## src/rtl/ff_calc_driver.sv

```systemverilog
// ---------------------------------------------------------------------------
// ff_calc_driver
//
// Initiator for the four-function calculator's token interface. A host
// buffers an infix expression in a small token FIFO, then pulses start.
// The driver sends CLR, the buffered tokens in order, and EQU. It waits on
// the calculator's ready handshake before each token. Finally it captures
// the answer and presents it with a one-cycle valid pulse. A watchdog
// aborts the sequence if the calculator holds ready low for too long.
//
// Parameters
//   DEPTH    token FIFO entries (power of two, >= 2)
//   TIMEOUT  consecutive stalled cycles (SEND/WAIT with calc_ready=0)
//            that trigger an abort (>= 4)
//
// Ports
//   clk           clock, all logic on the rising edge
//   reset         synchronous, active-high reset
//   wr_en         host write strobe for wr_token (IDLE only)
//   wr_token      host token: 0-9 digit, A +, B -, C *, D /
//   full          FIFO holds DEPTH entries (registered)
//   start         one-cycle pulse: begin sending the buffered expression
//   busy          high while the sequence is in progress
//   result        last captured calculator answer
//   result_valid  one-cycle pulse when result updates
//   error         sticky timeout flag, cleared by reset or accepted start
//   calc_strobe   token write strobe to the calculator
//   calc_token    token to the calculator, valid with calc_strobe
//   calc_ready    calculator can accept a token
//   calc_answer   calculator answer
// ---------------------------------------------------------------------------
module ff_calc_driver #(
  parameter int DEPTH   = 8,
  parameter int TIMEOUT = 255
) (
  input  logic       clk,
  input  logic       reset,
  input  logic       wr_en,
  input  logic [3:0] wr_token,
  output logic       full,
  input  logic       start,
  output logic       busy,
  output logic [3:0] result,
  output logic       result_valid,
  output logic       error,
  output logic       calc_strobe,
  output logic [3:0] calc_token,
  input  logic       calc_ready,
  input  logic [3:0] calc_answer
);

  localparam int AW = $clog2(DEPTH);
  localparam int CW = $clog2(TIMEOUT + 1);

  localparam logic [3:0] TOK_EQU = 4'hE;
  localparam logic [3:0] TOK_CLR = 4'hF;

  typedef enum logic [2:0] {
    S_IDLE,
    S_SEND,
    S_HOLD,
    S_WAIT,
    S_DONE
  } state_t;

  // Which item the sequencer is currently presenting.
  typedef enum logic [1:0] {
    ITEM_CLR,
    ITEM_FIFO,
    ITEM_EQU
  } item_t;

  state_t state, state_nxt;
  item_t  item, item_nxt;

  // Pointers carry one extra bit so equal low bits with differing top
  // bits means full, fully equal means empty.
  logic [AW:0]   wr_ptr, rd_ptr;
  logic [AW:0]   wr_ptr_nxt, rd_ptr_nxt;
  logic [AW:0]   occupancy_nxt;
  logic [3:0]    mem [DEPTH];

  logic [CW-1:0] tmo_cnt;

  logic          fifo_empty;
  logic          start_ok;
  logic          push;
  logic          pop;
  logic          stall;
  logic          timeout_hit;
  logic          capture;
  logic [3:0]    item_tok;

  // -------------------------------------------------------------------------
  // Qualified events
  // -------------------------------------------------------------------------
  assign fifo_empty = (wr_ptr == rd_ptr);
  assign start_ok   = (state == S_IDLE) && start;

  // CLR/EQU are framing tokens owned by the driver, so the host cannot
  // buffer them.
  assign push = (state == S_IDLE) && wr_en && !full &&
                (wr_token != TOK_EQU) && (wr_token != TOK_CLR);

  // A FIFO entry leaves the buffer on the cycle its strobe is issued.
  assign pop = (state == S_SEND) && calc_ready && (item == ITEM_FIFO);

  assign stall       = ((state == S_SEND) || (state == S_WAIT)) && !calc_ready;
  // Abort on the stalled cycle that brings the count up to TIMEOUT.
  assign timeout_hit = stall && (tmo_cnt == CW'(TIMEOUT - 1));

  // -------------------------------------------------------------------------
  // Current item token
  // -------------------------------------------------------------------------
  always_comb begin
    // NOTE: every signal assigned in a combinational block gets a default
    // first, so no path can leave it unassigned and infer a latch.
    item_tok = TOK_CLR;
    case (item)
      ITEM_CLR:  item_tok = TOK_CLR;
      ITEM_FIFO: item_tok = mem[rd_ptr[AW-1:0]];
      ITEM_EQU:  item_tok = TOK_EQU;
      default:   item_tok = TOK_CLR;
    endcase
  end

  // -------------------------------------------------------------------------
  // Sequencer next state
  // -------------------------------------------------------------------------
  always_comb begin
    state_nxt = state;
    item_nxt  = item;
    capture   = 1'b0;

    case (state)
      S_IDLE: begin
        if (start) begin
          state_nxt = S_SEND;
          item_nxt  = ITEM_CLR;
        end
      end

      // The strobe is ready-gated, so leaving SEND means it fired.
      S_SEND: begin
        if (calc_ready) begin
          state_nxt = S_HOLD;
        end
      end

      // The calculator drops ready one cycle after a strobe. Skipping
      // that cycle keeps a stale ready from launching the next token.
      S_HOLD: begin
        state_nxt = S_WAIT;
      end

      S_WAIT: begin
        if (calc_ready) begin
          if (item == ITEM_EQU) begin
            // The answer is valid once the calculator has digested EQU.
            state_nxt = S_DONE;
            capture   = 1'b1;
          end else begin
            state_nxt = S_SEND;
            item_nxt  = fifo_empty ? ITEM_EQU : ITEM_FIFO;
          end
        end
      end

      S_DONE: begin
        state_nxt = S_IDLE;
      end

      default: begin
        state_nxt = S_IDLE;
      end
    endcase

    if (timeout_hit) begin
      state_nxt = S_IDLE;
    end
  end

  // -------------------------------------------------------------------------
  // FIFO pointer update (timeout flushes the buffer)
  // -------------------------------------------------------------------------
  always_comb begin
    wr_ptr_nxt = wr_ptr;
    rd_ptr_nxt = rd_ptr;
    if (timeout_hit) begin
      wr_ptr_nxt = '0;
      rd_ptr_nxt = '0;
    end else begin
      if (push) wr_ptr_nxt = wr_ptr + (AW+1)'(1);
      if (pop)  rd_ptr_nxt = rd_ptr + (AW+1)'(1);
    end
  end

  assign occupancy_nxt = wr_ptr_nxt - rd_ptr_nxt;

  // -------------------------------------------------------------------------
  // State, pointers, watchdog and result registers
  // -------------------------------------------------------------------------
  always_ff @(posedge clk) begin
    // NOTE: sequential state uses non-blocking assignments so every
    // register samples pre-edge values regardless of statement order.
    if (reset) begin
      state   <= S_IDLE;
      item    <= ITEM_CLR;
      wr_ptr  <= '0;
      rd_ptr  <= '0;
      full    <= 1'b0;
      tmo_cnt <= '0;
      result  <= 4'h0;
      error   <= 1'b0;
    end else begin
      state  <= state_nxt;
      item   <= item_nxt;
      wr_ptr <= wr_ptr_nxt;
      rd_ptr <= rd_ptr_nxt;
      full   <= (occupancy_nxt == (AW+1)'(DEPTH));

      if (calc_ready || timeout_hit) begin
        tmo_cnt <= '0;
      end else if (stall) begin
        tmo_cnt <= tmo_cnt + CW'(1);
      end

      if (start_ok) begin
        error <= 1'b0;
      end else if (timeout_hit) begin
        error <= 1'b1;
      end

      if (capture) begin
        result <= calc_answer;
      end
    end
  end

  // NOTE: the storage array has no reset; only the pointers define which
  // entries are live, and leaving it out lets the array map to RAM.
  always_ff @(posedge clk) begin
    if (push) begin
      mem[wr_ptr[AW-1:0]] <= wr_token;
    end
  end

  // -------------------------------------------------------------------------
  // Outputs
  // -------------------------------------------------------------------------
  assign busy         = (state != S_IDLE);
  assign result_valid = (state == S_DONE);
  assign calc_strobe  = (state == S_SEND) && calc_ready;
  assign calc_token   = (state == S_SEND) ? item_tok : 4'h0;

endmodule

```

## config.mk

```make
export PLATFORM = sky130hd
export DESIGN_NAME = ff_calc_driver
export DESIGN_NICKNAME = d
export VERILOG_FILES = /design/src/rtl/ff_calc_driver.sv
export SDC_FILE = /design/constraint.sdc
export NUM_CORES = 1
export LEC_CHECK = 0
export ABC_AREA = 1
export CAP_MARGIN = 20
export CORE_MARGIN = 2
export CORE_UTILIZATION = 57
export DETAILED_ROUTE_END_ITERATION = 8
export HOLD_SLACK_MARGIN = 0.06
export PLACE_DENSITY = 0.79
export SLEW_MARGIN = 20
export SYNTH_ARGS = -nofsm -noshare
export SYNTH_HDL_FRONTEND = slang
export SYNTH_SLANG_ARGS = --single-unit
```

## constraint.sdc

```tcl
create_clock -name clk -period 2.34 [get_ports clk]
set_input_delay 0.468 -clock clk [delete_from_list [all_inputs] [get_ports clk]]
set_output_delay 0.468 -clock clk [all_outputs]
set_load 0.01 [all_outputs]
```

==> results.cfg <==
[run_status]
outcome = finished, final reports clean

[synthesis]
postSynthNetCount = 345
syn-mean-instance-area_um2 = 8.786
yosysSeqAreaShare_pct = 52.91
synth_xor_xnor_area_share_pct = 3.395
synth_top_cells_by_area = edfxtp_1 (34%), dfxtp_1 (19%), nor2_1 (8.5%)
yosys.area.top_type_share_pct = 33.86
synthesis.area_um2 = 2838
post-synth-top-area-cell = edfxtp_1
synth_compound_gate_area_share_pct = 9.877
synthAdderAreaFrac_pct = 3.968
synth_mux_area_share_pct = 0
synth_top_family_by_area = simple AND/OR/NAND/NOR gates
fraction_of_the_mapped_netlist_area_in_simple_logic_gates_pct = 23.99
post_synth_inst_count = 323
ys_ff_latch = 59
ys.warnings.count = 0
netlist-cell-type-count = 30

[drt]
detail-route-antenna-nets = 0
drtPass1Iterations = 4
route.detailed.wl_per_inst_um = 14.04
dr.first_iter.drc_count = 245
route.detailed.vias_per_inst = 5.342
drt-total-wl_um = 6402
detailroute.via_count = 2436
detail_route.drc_violations = 0

[place]
gp_congestion = 0.9606
dp_cells = 440
hpwl_um = 4695
detailed_place.area_um2 = 3410
count_of_input_and_output_buffers = 25

[worst_setup_path]
worstRegToRegCells = 11
arrival_ns = 1.82
critPathMaxFanout = 4
startpoint_type = register
worstSetupPathType = reg2out
crit_path_capture_type = output port
r2r-start = rd_ptr[1]$_SDFF_PP0_
critical_path.reg2reg.endpoint = full$_SDFF_PP0_
required_ns = 1.87
regToRegSetupSlack_ns = 0.19

[min_path]
hold_crit_class = reg2reg
hold_path_startpoint = tmo_cnt[5]$_SDFFE_PP0P_
min_delay_worst_endpoint = tmo_cnt[5]$_SDFFE_PP0P_
timing.hold.worst_path_depth = 2

[cts]
h_tree_depth_reported_by_cts = 3
cts-root-buf = clkbuf_8
maximum_clock_insertion_buffer_count = 2
worst_setup_hold_path_clk_slew_ns = 0.06
cts_tree = done
cts_made_buffers = 9
cts.sink_count = 59
postCtsSetupRepairBufs = 0
post_cts_hold_buffer_count = 0
clock_insertion_delay_worst_skew_ns = 0.34

[pwr]
powerDensity_nw_per_um2 = 815.1
worst_ir_drop_vdd_uv = 498.4
power_w = 0.002932
power.static_leakage_nw = 1.416

[global_route]
grt_max_degree = 21
grt_overflow_total = 0
grt_first_pass_wirelength_um = 10480
gr-usage-all-layers_pct = 25.83
grt_pass1_vias = 2301
grt_antenna_before_repair = 0

[sta]
setup_violations = 0
grt_setup_unrepaired = yes
fmax_ghz = 0.4372
final_min_period_over_clock_period_pct = 97.74
final_hold_viol_count = 0
worst-slew-pin-transition_ns = 0.3240
final_period_minus_worst_setup_slack_ns = 2.287
timing.final.max_slew_violations = 0
final_worst_clock_skew_ns = 0.006666
max_slew_margin_pct = 78.37

[floorplanning]
chipWidth_um = 74.56
core-area_um2 = 4755
initial_core_util_pct = 59.68
placementRows = 25
io-pin-count = 26
die_h_um = 74.56
die_area_um2 = 5559

[cells_and_area]
area.sequential_um2 = 1504
synth_to_final_area_change_pct = 26.76
number_of_diodes_added_for_antenna_fixing = 0
drive_above_1_share_pct = 17.48
finish.net_count = 406
final.fill_count = 317
final_cell_area_um2 = 3597
multi_input_area_um2 = 1205
finish.cell_count_without_fillers = 456

[flow_run]
drv_cap = 0
[cell families (layout without fill, tap and decap cells)]
family / after synthesis / after routing
AND/OR/NAND/NOR: 151 / 151
flip-flops: 59 / 59
AO/OA/AOI/OAI: 50 / 50
buffers and inverters: 43 / 109
XOR/XNOR: 11 / 11
adder cells (fa/ha/maj): 9 / 9
[area by class of cell]
type,instances,share of cell area (%)
repair buffers,58,14.47
well taps,67,2.330
inverters,35,3.652
flip-flops and latches,59,41.81
multi-input cells,221,33.50
clock buffers,12,3.757
clock inverters,4,0.4870
[synthesized netlist by cell type]
master	count
nor2_1	64
nand2_1	37
edfxtp_1	32
inv_1	30
dfxtp_1	27
o21ai_0	23
nand3_1	15
nor3_1	12
a21oi_1	10
ha_1	9
o211ai_1	9
xnor2_1	7
nand4_1	6
buf_2	4
clkbuf_1	4
inv_2	4
o22ai_1	4
xor2_1	4
nand3_2	3
nor2_2	3
nor4_1	3
o21ai_1	3
nor2_4	2
or2_1	2
a211oi_1	1
and3_1	1
clkinv_1	1
nor3b_1	1
or2_0	1
or2_2	1
[how the worst max path moves through the flow]
stage	startpoint	end	depth (start not counted)
floorplan	state[1]$_SDFFE_PP0P_	full$_SDFF_PP0_	12
global placement	wr_token[3]	full$_SDFF_PP0_	14
detailed placement	wr_token[3]	full$_SDFF_PP0_	14
CTS	calc_ready	calc_strobe	5
global route	wr_en	full$_SDFF_PP0_	17
finish	item[0]$_SDFFE_PP0P_	calc_token[0]	5
[stage by stage]
stage | util, % | setup TNS [ns] | worst slack (ns) | hold slack (ns)
2_1_floorplan | - | 0 | 0.2788 | 0.4516
5_1_grt | 75.66 | -0.01005 | -0.01005 | 0.5399
4_1_cts | 74.92 | 0 | 0.01886 | 0.4928
3_5_place_dp | 71.71 | -0.3268 | -0.3268 | 0.4804
3_3_place_gp | 71.71 | -0.1904 | -0.1904 | 0.4695
6_report | 75.66 | 0 | 0.05285 | 0.4992
[state kept, by name (all words and copies together) (netlist names)]
| name | cells |
|---|---|
| error | 1 |
| full | 1 |
| item | 2 |
| mem | 32 |
| rd_ptr | 4 |
| result | 4 |
| state | 3 |
| tmo_cnt | 8 |
| wr_ptr | 4 |
[where the power goes]
group          leakage [nW]  total (W)  internal, W  switching, W
clock                0.0792   0.000750     0.000374      0.000377
combinational         0.828   0.000938     0.000417      0.000520
sequential            0.509    0.00124      0.00117     0.0000691
[placed cells by master (no fill, tap or decap), types with 7 or more instances in the layout]
master,count
a21oi_1,8
buf_4,31
clkbuf_8,9
clkdlybuf4s50_1,21
dfxtp_1,25
edfxtp_1,32
ha_1,8
inv_1,30
nand2_1,36
nand3_1,13
nor2_1,61
nor3_1,12
o211ai_1,9
o21ai_0,23
xnor2_1,7
[layer usage]
metal | up-vias | part of all wire [%] | GRT usage (%)
li1 | 1214 | - | -
met1 | 1131 | 44 | 32.83
met2 | 79 | 48 | 42.58
met3 | 12 | 5.4 | 4.607
met4 | 0 | 2.0 | 12.90
met5 | - | 0 | 0
[critical path, cell delays in order (launching register included)]
cell	delay (ns)
dfxtp_1	0.37
inv_1	0.08
ha_1	0.26
or2_2	0.32
a21oi_1	0.15
dlygate4sd2_1	0.30
[what timing repair did]
item / 4_1_cts / 5_1_grt
endpoints found under the hold margin: 0 / 0
pin swaps: 0 / 2
endpoints found under the setup margin: 4 / 4
resized for setup: 7 / 11
No activity file was read; power rests on OpenSTA's default activity.
